**src/rtl/itch_msg_arbiter.sv**
```systemverilog
`default_nettype none
// ============================================================================
//  Module   : itch_msg_arbiter
//  Purpose  : Merges add/cancel/delete/replace decoder pulses into one
//             valid/ready message stream. Each source has a one-deep capture
//             slot. Messages that arrive at a full slot are dropped and counted.
//  Config   : define ITCH_ARB_RR_EN for round-robin arbitration.
//             Without it, arbitration is fixed priority add > cancel > delete > replace.
//  Revision : 1.0 - initial release
// ============================================================================
module itch_msg_arbiter #(
   parameter int DROP_CNT_W = 16
) (
   input  logic                  clk,
   input  logic                  rst,
   input  logic                  add_valid,
   input  logic [63:0]           add_order_ref,
   input  logic                  add_side,
   input  logic [31:0]           add_shares,
   input  logic [31:0]           add_price,
   input  logic [63:0]           add_stock_symbol,
   input  logic                  cancel_valid,
   input  logic [63:0]           cancel_order_ref,
   input  logic [31:0]           cancel_shares,
   input  logic                  delete_valid,
   input  logic [63:0]           delete_order_ref,
   input  logic                  replace_valid,
   input  logic [63:0]           replace_old_ref,
   input  logic [63:0]           replace_new_ref,
   input  logic [31:0]           replace_shares,
   input  logic [31:0]           replace_price,
   output logic                  out_valid,
   input  logic                  out_ready,
   output logic [1:0]            out_type,
   output logic [63:0]           out_order_ref,
   output logic [63:0]           out_new_ref,
   output logic [31:0]           out_shares,
   output logic [31:0]           out_price,
   output logic                  out_side,
   output logic [63:0]           out_symbol,
   output logic [DROP_CNT_W-1:0] drop_count,
   output logic                  overflow
);

   localparam int c_NUM_SRC = 4;

   // Slots hold the message already mapped to the unified layout, with unused fields zero.
   typedef struct packed {
      logic [63:0] order_ref;
      logic [63:0] new_ref;
      logic [31:0] shares;
      logic [31:0] price;
      logic        side;
      logic [63:0] symbol;
   } msg_rec_t;

   logic [3:0]          w_in_valid;
   msg_rec_t            w_in_rec [c_NUM_SRC];
   logic [3:0]          r_pend;
   msg_rec_t            r_slot [c_NUM_SRC];
   logic                w_load;
   logic [1:0]          w_grant_idx;
   logic [3:0]          w_grant_oh;
   logic [3:0]          w_accept;
   logic [3:0]          w_drop;
   logic [2:0]          w_drop_num;
   logic [DROP_CNT_W:0] w_drop_sum;

   logic                  r_out_valid;
   logic [1:0]            r_out_type;
   msg_rec_t              r_out_rec;
   logic [DROP_CNT_W-1:0] r_drop_count;
   logic                  r_overflow;

   assign w_in_valid = {replace_valid, delete_valid, cancel_valid, add_valid};

   always_comb begin
      for (int i = 0; i < c_NUM_SRC; i++) begin
         w_in_rec[i] = '0;
      end
      w_in_rec[0].order_ref = add_order_ref;
      w_in_rec[0].shares    = add_shares;
      w_in_rec[0].price     = add_price;
      w_in_rec[0].side      = add_side;
      w_in_rec[0].symbol    = add_stock_symbol;
      w_in_rec[1].order_ref = cancel_order_ref;
      w_in_rec[1].shares    = cancel_shares;
      w_in_rec[2].order_ref = delete_order_ref;
      w_in_rec[3].order_ref = replace_old_ref;
      w_in_rec[3].new_ref   = replace_new_ref;
      w_in_rec[3].shares    = replace_shares;
      w_in_rec[3].price     = replace_price;
   end

   assign w_load = (|r_pend) && (!r_out_valid || out_ready);

`ifdef ITCH_ARB_RR_EN
   logic [1:0] r_rr_ptr;
   logic       w_found;

   // Search begins one past the last granted source and wraps modulo 4.
   always_comb begin
      w_grant_idx = r_rr_ptr + 2'd1;
      w_found     = 1'b0;
      for (int k = 1; k <= c_NUM_SRC; k++) begin
         if (!w_found && r_pend[r_rr_ptr + 2'(k)]) begin
            w_grant_idx = r_rr_ptr + 2'(k);
            w_found     = 1'b1;
         end
      end
   end

   always_ff @(posedge clk or negedge rst) begin
      if (!rst) begin
         r_rr_ptr <= 2'd3;
      end else if (w_load) begin
         r_rr_ptr <= w_grant_idx;
      end
   end
`else
   always_comb begin
      w_grant_idx = 2'd0;
      for (int k = c_NUM_SRC - 1; k >= 0; k--) begin
         if (r_pend[k]) begin
            w_grant_idx = 2'(k);
         end
      end
   end
`endif

   assign w_grant_oh = w_load ? (4'b0001 << w_grant_idx) : 4'b0000;

   // A slot being emptied this edge may take a fresh message. Otherwise a busy slot drops it.
   assign w_accept   = w_in_valid & (~r_pend | w_grant_oh);
   assign w_drop     = w_in_valid & r_pend & ~w_grant_oh;
   assign w_drop_num = {2'b00, w_drop[0]} + {2'b00, w_drop[1]}
                     + {2'b00, w_drop[2]} + {2'b00, w_drop[3]};
   assign w_drop_sum = {1'b0, r_drop_count} + (DROP_CNT_W + 1)'(w_drop_num);

   always_ff @(posedge clk or negedge rst) begin
      if (!rst) begin
         r_pend <= 4'b0000;
         for (int i = 0; i < c_NUM_SRC; i++) begin
            r_slot[i] <= '0;
         end
      end else begin
         for (int i = 0; i < c_NUM_SRC; i++) begin
            if (w_accept[i]) begin
               r_pend[i] <= 1'b1;
               r_slot[i] <= w_in_rec[i];
            end else if (w_grant_oh[i]) begin
               r_pend[i] <= 1'b0;
            end
         end
      end
   end

   always_ff @(posedge clk or negedge rst) begin
      if (!rst) begin
         r_out_valid <= 1'b0;
         r_out_type  <= 2'd0;
         r_out_rec   <= '0;
      end else if (w_load) begin
         r_out_valid <= 1'b1;
         r_out_type  <= w_grant_idx;
         r_out_rec   <= r_slot[w_grant_idx];
      end else if (out_ready) begin
         r_out_valid <= 1'b0;
      end
   end

   always_ff @(posedge clk or negedge rst) begin
      if (!rst) begin
         r_drop_count <= '0;
         r_overflow   <= 1'b0;
      end else if (|w_drop) begin
         r_overflow <= 1'b1;
         if (w_drop_sum[DROP_CNT_W]) begin
            r_drop_count <= '1;
         end else begin
            r_drop_count <= w_drop_sum[DROP_CNT_W-1:0];
         end
      end
   end

   assign out_valid     = r_out_valid;
   assign out_type      = r_out_type;
   assign out_order_ref = r_out_rec.order_ref;
   assign out_new_ref   = r_out_rec.new_ref;
   assign out_shares    = r_out_rec.shares;
   assign out_price     = r_out_rec.price;
   assign out_side      = r_out_rec.side;
   assign out_symbol    = r_out_rec.symbol;
   assign drop_count    = r_drop_count;
   assign overflow      = r_overflow;

endmodule
`default_nettype wire

```
**config.mk**
```make
export PLATFORM = sky130hd
export DESIGN_NAME = itch_msg_arbiter
export DESIGN_NICKNAME = d
export VERILOG_FILES = /design/src/rtl/itch_msg_arbiter.sv
export SDC_FILE = /design/constraint.sdc
export NUM_CORES = 1
export LEC_CHECK = 0
export ABC_AREA = 1
export CORE_AREA = 2 2 322 324
export CTS_CLUSTER_DIAMETER = 30
export DETAILED_ROUTE_END_ITERATION = 8
export DIE_AREA = 0 0 324 326
export GPL_ROUTABILITY_DRIVEN = 0
export HOLD_SLACK_MARGIN = 0.02
export PLACE_DENSITY = 0.66
export SYNTH_ARGS = -nofsm -noshare
export SYNTH_HDL_FRONTEND = slang
export SYNTH_SLANG_ARGS = --single-unit
```
**constraint.sdc**
```tcl
create_clock -name clk -period 3.8 [get_ports clk]
set_input_delay 0.57 -clock clk [delete_from_list [all_inputs] [get_ports clk]]
set_output_delay 0.57 -clock clk [all_outputs]
set_load 0.01 [all_outputs]
```
==> Yosys cells after proc, flatten, opt, wreduce, memory -nomap -nowiden <==
Cells that the tools add are included.
{ "classes": {"n_addsub": 4, "n_lt_le_gt_ge": 1, "shifts": 1, "mux": 19, "bitwise_logic": 7, "n_reduce_logical": 10} }
{ "ops": {"columns": ["cell", "count"], "rows": [
  ["binary-select mux 257 bit (select 2 bit)", 1],
  ["2-to-1 mux 257 bit", 2],
  ["adder 16 x 3 -> 17 bit", 1],
  ["2-to-1 mux 16 bit", 1],
  ["bitwise AND 4 bit", 3],
  ["2-to-1 mux 1 bit", 10],
  ["nonzero test 2 bit", 5],
  ["2-to-1 mux 2 bit", 4],
  ["inverter 4 bit", 2],
  ["OR reduction 4 bit", 2],
  ["2-to-1 mux 4 bit", 1],
  ["OR 4 bit", 1],
  ["<< shifter 1 x 2 -> 4 bit, first input constant", 1],
  ["adder 2 x 1 -> 3 bit", 1],
  ["adder 3 x 1 -> 3 bit", 1],
  ["greater-or-equal comparator 3 bit, second input constant", 1],
  ["inverter 2 -> 3 bit", 1],
  ["adder 1 x 1 -> 2 bit", 1],
  ["logical AND 1 bit", 1],
  ["logical NOT 1 bit", 1],
  ["logical OR 1 bit", 1]
]} }
{ "totals": {"register_bits": 826, "input_bits": 552, "out_inout_bits": 277, "wordCells": 68} }

==> Logic depth before layout (Yosys ltp) <==
Gate-level depths: netlist of run 1.
{ "logic_depth": {"depth_word": 13, "ltp_mapped": 20, "ltp_nobuf": 19} }

==> Worst setup path before layout of run 1 <==
OpenSTA, ideal clock, no wires.
{ "synth_timing": {"path_kind": "input-to-reg", "start": "input port out_ready", "end": "register r_drop_count[2] (netlist: drop_count[2])", "setup_time_ns": 0.066, "t_arrival_ns": 3.484, "slack_ns": 0.250, "stages": 20, "path_buffers": 2, "path_cell_list": "inv_1 -> nand2_1 -> nand2_1 -> inv_2 -> nand3_1 -> nand2_1 -> buf_2 -> fa_1 -> fa_1 -> inv_1 -> fa_1 -> nand2_1 -> inv_1 -> nand3_1 -> nor2_1 -> nand3_1 -> clkbuf_1 -> o21ai_0 -> nand2_1 -> nand2_1"} }
{ "synth_between": {"elab_chain_len": 10, "word_cells_on_any_way": 11, "cone_classes": "add/sub: 4; mux: 2; bitwise: 2; reduce/logical: 3"} }
{ "synth_lines": {"columns": ["item", "line", "rtl"], "rows": [
  ["from (decl)", "33", "input logic out_ready,"],
  ["logical OR 1 bit *", "95", "assign w_load = (|r_pend) && (!r_out_valid || out_ready);"],
  ["logical AND 1 bit *", "95", null],
  ["2-to-1 mux 4 bit *", "131", "assign w_grant_oh = w_load ? (4'b0001 << w_grant_idx) : 4'b0000;"],
  ["inverter 4 bit *", "135", "assign w_drop = w_in_valid & r_pend & ~w_grant_oh;"],
  ["bitwise AND 4 bit *", "135", null],
  ["adder 1 x 1 -> 2 bit", "136", "assign w_drop_num = {2'b00, w_drop[0]} + {2'b00, w_drop[1]}"],
  ["adder 2 x 1 -> 3 bit", "137", "+ {2'b00, w_drop[2]} + {2'b00, w_drop[3]};"],
  ["adder 3 x 1 -> 3 bit", "137", null],
  ["adder 16 x 3 -> 17 bit", "138", "assign w_drop_sum = {1'b0, r_drop_count} + (DROP_CNT_W + 1)'(w_drop_num);"],
  ["2-to-1 mux 16 bit", "178", "if (w_drop_sum[DROP_CNT_W]) begin"],
  ["to (signal assigned)", "181", "r_drop_count <= w_drop_sum[DROP_CNT_W-1:0];"],
  ["to (decl)", "72", "logic [DROP_CNT_W-1:0] r_drop_count;"]
]} }
Mark *: on every way between the ends. The rest lies on a longest branch, timed or not.
A chain may end at the register's enable or synchronous reset.

==> Final worst setup path of run 1 <==
{ "layout_timing": {"start": "register r_pend[0]", "end": "register r_drop_count[4] (netlist: drop_count[4])"} }
{ "layout_between": {"elab_chain_len": 10, "word_cells_on_any_way": 14, "cone_classes": "add/sub: 4; shift: 1; mux: 3; bitwise: 3; reduce/logical: 3"} }
{ "layout_lines": {"columns": ["item", "line", "rtl"], "rows": [
  ["from (decl)", "59", "logic [3:0] r_pend;"],
  ["from (signal assigned)", "142", "r_pend <= 4'b0000;"],
  ["from (signal, indexed assignment)", "149", "r_pend[i] <= 1'b1;"],
  ["from (signal, indexed assignment)", "152", "r_pend[i] <= 1'b0;"],
  ["2-to-1 mux 2 bit / OR reduction 4 bit (equally long branches)", "124, 95", null],
  ["<< shifter 1 x 2 -> 4 bit / logical AND 1 bit (equally long branches)", "131, 95", null],
  ["2-to-1 mux 4 bit", "131", null],
  ["inverter 4 bit", "135", null],
  ["bitwise AND 4 bit *", "135", null],
  ["adder 1 x 1 -> 2 bit", "136", null],
  ["adder 2 x 1 -> 3 bit", "137", null],
  ["adder 3 x 1 -> 3 bit", "137", null],
  ["adder 16 x 3 -> 17 bit", "138", null],
  ["2-to-1 mux 16 bit", "178", null]
]} }
Marks and branches as above.

==> impl_metrics.csv, run 1 <==
group,metric,value,unit
cts,cts_inserted_buffers,188,
timing,clock_skew,50.8,ps
floorplan,start_util,33.8,%
floorplan,row_count,118,
routing,routed_wl,127000,µm
cts,htreeDepth,4,
logic_synthesis,synthCells,3753,
routing,vias,30337,
run,maxCapViolations,0,
setup_path,cpLargestDelayFamily,"simple AND/OR/NAND/NOR gates",
setup_path,crit_type,"reg2reg",
final_layout,finalNonFillerCells,6186,
cts,clock_sinks,826,
cts,clock_path_buffers,3,
placed_design,hpwl,84600,µm
logic_synthesis,synthTopCellsByArea,"dfrtp_1 60%, nand2_1 9.8%, a21oi_1 5.1%, nand3_1 3.7%, inv_1 3.4%",
min_path,hold_class,"in2reg",
timing,slew_headroom,20.2,%
cts,cts_setup_buffers,0,
timing,maxSlewViolCount,0,
routing,drtIter0Drc,2155,
setup_path,slowest_stage,"dfrtp_1",
grt,grt_remaining_overflow,0,
setup_path,worst-path-buf-inv,3,
routing,wl_per_cell,20.5,µm
grt,grt_start_max_net_pins,172,
setup_path,arrival,4020,ps
cts,clk_latency,770,ps
power,leakage,24.3,nW
setup_path,required,4480,ps
timing,period_minus_slack,3350,ps
logic_synthesis,synth-seq-cells,826,
timing,rsz0062_at_grt,"false",
routing,first_pass_iters,6,
placed_design,numPlacedInstances,5803,
logic_synthesis,synthesis.area,34700,µm²
grt,grt_pass1_wl,190000,µm
logic_synthesis,yosys_warnings,0,
placed_design,port_buffers,828,
setup_path,critPathCaptureType,"flop",
floorplan,die_h,326,µm
timing,worst_pin_slew,1200,ps
run_status,status,"finished clean",
final_layout,finalNetCount,5170,
grt,grtUsageTotal,23.7,%
logic_synthesis,synth_top_area_share,59.5,%
logic_synthesis,synth.area.mux_share,3.11,%
setup_path,crit_top_cell,"nand2_1",
floorplan,pin_count,829,
routing,drc,0,
logic_synthesis,synth_adder_area_share,0.209,%
routing,viasPerCell,4.90,
final_layout,layout_commonest_cell,"nand2_1",
final_layout,design_area,51300,µm²
timing,setup_tns,0,ps
logic_synthesis,synth-edff-count,0,
setup_path,crit_fanout,11,
logic_synthesis,yosys.area_share.simple,17.6,%
logic_synthesis,yosysTopAreaCell,"dfrtp_1",
power,vdd_drop_max,523,µV
floorplan,core,103000,µm²
power,power_density,875,nW/µm²
timing,final_hold_viol_count,0,
final_layout,post-route-util,50.0,%
logic_synthesis,synth_cell_types,29,
logic_synthesis,ys.flop_type,"dfrtp_1",
logic_synthesis,synth_nets,4309,
final_layout,drive_above_1_share,13.1,%
final_layout,nFillCells,9275,
logic_synthesis,synth_top_family_by_area,"simple AND/OR/NAND/NOR gates",
cts,path_clk_slew,50,ps
floorplan,die_w,324,µm
cts,clockRootBuffer,"clkbuf_16",
logic_synthesis,ys_seq_area_share,59.5,%
routing,ant_nets,0,
setup_path,start_kind,"flop",
timing,finalCritPeriodShare,88.1,%
logic_synthesis,synth_compound_area_share,12.6,%
setup_path,slowest_delay,460,ps
timing,fmax,299,MHz
logic_synthesis,synth_xor_area_share,0.0252,%
final_layout,syn_to_final_growth,47.8,%
power,p_total,44.9,mW
grt,grt_pass1_vias,31007,
timing,setup_viol,0,
final_layout,mostFrequentLayoutCells,"903 x nand2_1, 826 x dfrtp_1, 825 x clkdlybuf4s50_1",
setup_path,crit_path_cell_trace,"nor2_1 -> nand2_4 -> nor2_2 -> nand2_1 -> nand2_1 -> fa_1 -> fa_1 -> inv_1 -> fa_1 -> nand2_1 -> inv_1 -> nand3_1 -> nor2_1 -> nand3_1 -> buf_4 -> nand3_1 -> nand2_1 -> nand2_1",
logic_synthesis,avgSynthCellArea,9.25,µm²
cts,cts_tree,"yes",
floorplan,die_area,106000,µm²
grt,grt_antenna_before_repair,46,
logic_synthesis,async_reset_ff_share,100,%
placed_design,place_area,44700,µm²
logic make-up (layout without fill, tap and decap cells):
family                     count (synthesis)  after routing
and+or+nand+nor                         1502           1502
DFF                                      826            826
AOI/OAI and AO/OA                        749            749
buffers and inverters                    575           1594
muxes                                     96             96
adders and majority gates                  4              4
xor gates and xnor gates                   1              1
other                                      0             34
final timing paths:
| path | startpoint | slack (ps) | depth (start not counted) | end |
|---|---|---|---|---|
| min in group asynchronous | rst | 480 | 2 | out_order_ref[30]$_DFFE_PN0P_ |
| min reg2reg | r_slot[802]$_DFFE_PN0P_ | 450 | 1 | out_symbol[31]$_DFFE_PN0P_ |
| min | replace_shares[2] | 360 | 3 | r_slot[99]$_DFFE_PN0P_ |
| max reg2reg | r_pend[0]$_DFFE_PN0P_ | 450 | 18 | drop_count[4]$_DFFE_PN0P_ |
| max in group asynchronous | rst | 2230 | 3 | out_new_ref[22]$_DFFE_PN0P_ |
| max | r_pend[0]$_DFFE_PN0P_ | 450 | 18 | drop_count[4]$_DFFE_PN0P_ |
where the power goes:
| group | switching [mW] | leakage, nW | total [mW] | internal (mW) |
|---|---|---|---|---|
| Combinational | 7.77 | 11.3 | 13.7 | 5.97 |
| Clock | 5.41 | 3.16 | 16.3 | 10.9 |
| Sequential | 2.09 | 9.92 | 14.9 | 12.8 |
| Total | 15.3 | 24.3 | 44.9 | 29.7 |
metal layers:
metal,wire length [µm],track usage [%],vias to the layer above
met5,121,0,-
met4,5710,13.5,18
met3,9320,6.46,305
met2,59900,37.1,1163
met1,51500,29.6,14862
li1,-,-,13989
flip-flops by register name (all words and copies together) (netlist names), 2 cells and up:
register,cells
out_order_ref,64
out_new_ref,64
out_price,32
out_shares,32
out_symbol,64
out_type,2
drop_count,16
r_slot,545
r_pend,4
final cells by class:
| class | instances | area [µm²] | share of cell area (%) |
|---|---|---|---|
| clock buffers | 244 | 5160 | 10.1 |
| clock inverters | 104 | 1340 | 2.62 |
| repair buffers | 926 | 9380 | 18.3 |
| diodes | 34 | 85.1 | 0.166 |
| well taps | 1380 | 1730 | 3.36 |
| flip-flops and latches | 826 | 20700 | 40.3 |
| multi-input cells | 2352 | 11800 | 22.9 |
| inverters | 320 | 1200 | 2.35 |
cells in the mapped netlist, types with 3 or more instances:
master and instances:
a21oi_1 356, a21oi_2 60, a22o_1 65, buf_1 22, buf_2 82, buf_4 14
buf_6 8, clkbuf_1 129, dfrtp_1 826, fa_1 3, inv_1 317, inv_2 3
mux2_2 96, nand2_1 909, nand2_2 3, nand3_1 257, nand3b_1 3, nand4_1 19
nor2_1 272, nor3_1 4, o211ai_1 63, o21ai_0 204, or2_2 32
timing repair:
action | 4_1_cts | 5_1_grt
hold buffers | 1 | 0
resized for setup | 0 | 0
endpoints found under the hold margin | 58 | 0
worst register-to-register path, stage by stage, from the launching register on:
cell and delay (ps):
dfrtp_1 460, nor2_1 280, nand2_4 180, nor2_2 140, nand2_1 80, nand2_1 100, fa_1 440, fa_1 370
inv_1 110, fa_1 210, nand2_1 70, inv_1 80, nand3_1 140, nor2_1 160, nand3_1 110, buf_4 190
nand3_1 70, nand2_1 50, nand2_1 70
per-stage QoR:
stage	worst slack (ps)	hold slack [ps]
after global routing	110	324
after global placement	30.5	449
final	452	363
after detailed placement	9.09	454
after floorplan	250	274
after CTS	406	292
Note: power is estimated with default switching activity, not from simulation.
==> run 2: changes to the inputs <==
--- a/config.mk
+++ b/config.mk
@@ -11,6 +11,7 @@
 export DETAILED_ROUTE_END_ITERATION = 8
 export DIE_AREA = 0 0 324 326
 export GPL_ROUTABILITY_DRIVEN = 0
+export GPL_TIMING_DRIVEN = 0
 export HOLD_SLACK_MARGIN = 0.02
 export PLACE_DENSITY = 0.66
 export SYNTH_ARGS = -nofsm -noshare
==> run 2 against run 1 <==
Net effect: clock skew increased by 2.7 ps; routed wire length up 11%; cell area is 1.7% higher; final cell count up 3.1%; utilization increased by 0.86 points; sequential power barely moved; critical path depth unchanged; via count is 4.4% higher; total power increased by 4.2%; hold slack worse by 110 ps; critical path type unchanged; highest routed layer unchanged.
==> impl_metrics.csv, run 2 (synthesis gave the netlist of run 1 again) <==
group,metric,value,unit
setup_path,crit_top_cell,"nand2_1",
routing,drtIter0Drc,2522,
setup_path,arrival,4270,ps
cts,clockRootBuffer,"clkbuf_16",
grt,grt_pass1_wl,204000,µm
setup_path,slowest_delay,470,ps
final_layout,design_area,52200,µm²
grt,grt_remaining_overflow,0,
grt,grt_antenna_before_repair,62,
cts,htreeDepth,4,
timing,setup_tns,0,ps
final_layout,drive_above_1_share,13.5,%
timing,hold_slack,253,ps
placed_design,hpwl,104000,µm
power,p_total,46.8,mW
grt,grtUsageTotal,26.2,%
power,vdd_drop_max,580,µV
timing,clock_skew,53.5,ps
setup_path,critPathCaptureType,"flop",
routing,vias,31676,
setup_path,slowest_stage,"dfrtp_2",
power,power_density,897,nW/µm²
setup_path,crit_type,"reg2reg",
setup_path,worst-path-buf-inv,3,
timing,fin_ws,233,ps
final_layout,nFillCells,9386,
timing,fmax,280,MHz
final_layout,layout_commonest_cell,"nand2_1",
setup_path,cpLargestDelayFamily,"simple AND/OR/NAND/NOR gates",
grt,grt_start_max_net_pins,118,
routing,routed_wl,141000,µm
floorplan,die_w,324,µm
routing,viasPerCell,4.97,
setup_path,required,4500,ps
placed_design,pre_cts_ws,-1750,ps
cts,clk_latency,790,ps
routing,first_pass_iters,7,
final_layout,syn_to_final_growth,50.4,%
floorplan,pin_count,829,
cts,cts_tree,"yes",
run_status,status,"finished clean",
timing,period_minus_slack,3570,ps
floorplan,row_count,118,
timing,finalCritPeriodShare,93.9,%
routing,ant_nets,0,
cts,cts_inserted_buffers,194,
timing,maxSlewViolCount,0,
grt,grt_pass1_vias,31967,
timing,slew_headroom,30.7,%
routing,wl_per_cell,22.1,µm
cts,clock_path_buffers,3,
timing,worst_pin_slew,1040,ps
run,maxCapViolations,0,
setup_path,crit_path_cell_trace,"nor2_2 -> nand2_1 -> nor2_2 -> nand2_2 -> nand2_1 -> fa_1 -> fa_1 -> inv_1 -> fa_1 -> nand2_1 -> inv_1 -> nand3_4 -> nor2_4 -> nand3_2 -> buf_4 -> o21ai_0 -> nand2_1 -> nand2_1",
timing,final_hold_viol_count,0,
final_layout,mostFrequentLayoutCells,"906 x nand2_1, 825 x dfrtp_1, 825 x clkdlybuf4s50_1",
cts,path_clk_slew,50,ps
floorplan,start_util,33.8,%
routing,drc,0,
cts,clock_sinks,826,
floorplan,die_area,106000,µm²
final_layout,regMostFlops,"r_slot",
floorplan,die_h,326,µm
power,leakage,24.6,nW
setup_path,start_kind,"flop",
min_path,hold_class,"in2async",
final_layout,finalNetCount,5341,
final_layout,largest_reg_flops,545,
setup_path,crit_fanout,10,
timing,setup_viol,0,
floorplan,core,103000,µm²
placed_design,place_area,44900,µm²
placed_design,port_buffers,826,
[run 2: cell count changes in the layout (fill, tap and decap cells not counted), sizes merged]
| cell | previous run | this run |
|---|---|---|
| buf | 100 | 137 |
| clkinv | 56 | 53 |
| inv | 334 | 338 |
| clkinvlp | 15 | 26 |
| diode | 34 | 41 |
| clkbuf | 244 | 365 |
| bufinv | 19 | 31 |
[run 2: layout make-up]
type / instances / area [µm²] / share of cell area, %
multi-input cells: 2352 / 11800 / 22.5
inverters: 320 / 1230 / 2.36
clock buffers: 237 / 5290 / 10.1
flip-flops and latches: 826 / 20700 / 39.6
plain buffers: 254 / 1180 / 2.26
repair buffers: 837 / 8520 / 16.3
clock inverters: 128 / 1720 / 3.30
well taps: 1380 / 1730 / 3.31
diodes: 41 / 103 / 0.197
[run 2: worst paths after layout]
kind                                         start                         to  slack [ps]  depth (start not counted)
max                          r_pend[0]$_DFFE_PN0P_  drop_count[2]$_DFFE_PN0P_         230                         18
min                                            rst    r_slot[991]$_DFFE_PN0P_         250                          2
max reg2reg                  r_pend[0]$_DFFE_PN0P_  drop_count[2]$_DFFE_PN0P_         230                         18
min reg2reg                r_slot[810]$_DFFE_PN0P_    r_slot[810]$_DFFE_PN0P_         470                          2
max in group asynchronous                      rst    r_slot[858]$_DFFE_PN0P_        1290                          6
min in group clk                    add_shares[13]    r_slot[881]$_DFFE_PN0P_         340                          3
[run 2: power by group]
group	switching [mW]	internal, mW	leakage, nW	total, mW
sequential	2.12	12.8	9.91	14.9
clock	5.62	12.0	3.37	17.6
combinational	8.28	6.02	11.3	14.3
total	16.0	30.8	24.6	46.8
[run 2: what timing repair did]
item                                    4_1_cts  5_1_grt
gates resized for setup                      16       12
endpoints found under the setup margin       16       16
hold endpoints to repair                     96        0
hold buffers                                  1        0
buffers inserted                              0        2
pin swaps                                     0        1
[run 2: stage by stage]
step / utilization (%) / instances
global route: 50.9 / 6369
detailed placement: 43.8 / 5967
global placement: 43.6 / 5959
floorplan: - / 3753
finish: 50.9 / 6375
CTS: 50.7 / 6332
[run 2: layer usage]
metal | vias up | track usage (%) | share of wire [%]
met1 | 15657 | 33.3 | 41
met5 | - | 0 | 0.14
li1 | 14398 | - | -
met3 | 320 | 7.26 | 7.7
met4 | 30 | 12.3 | 4.0
met2 | 1271 | 41.3 | 47
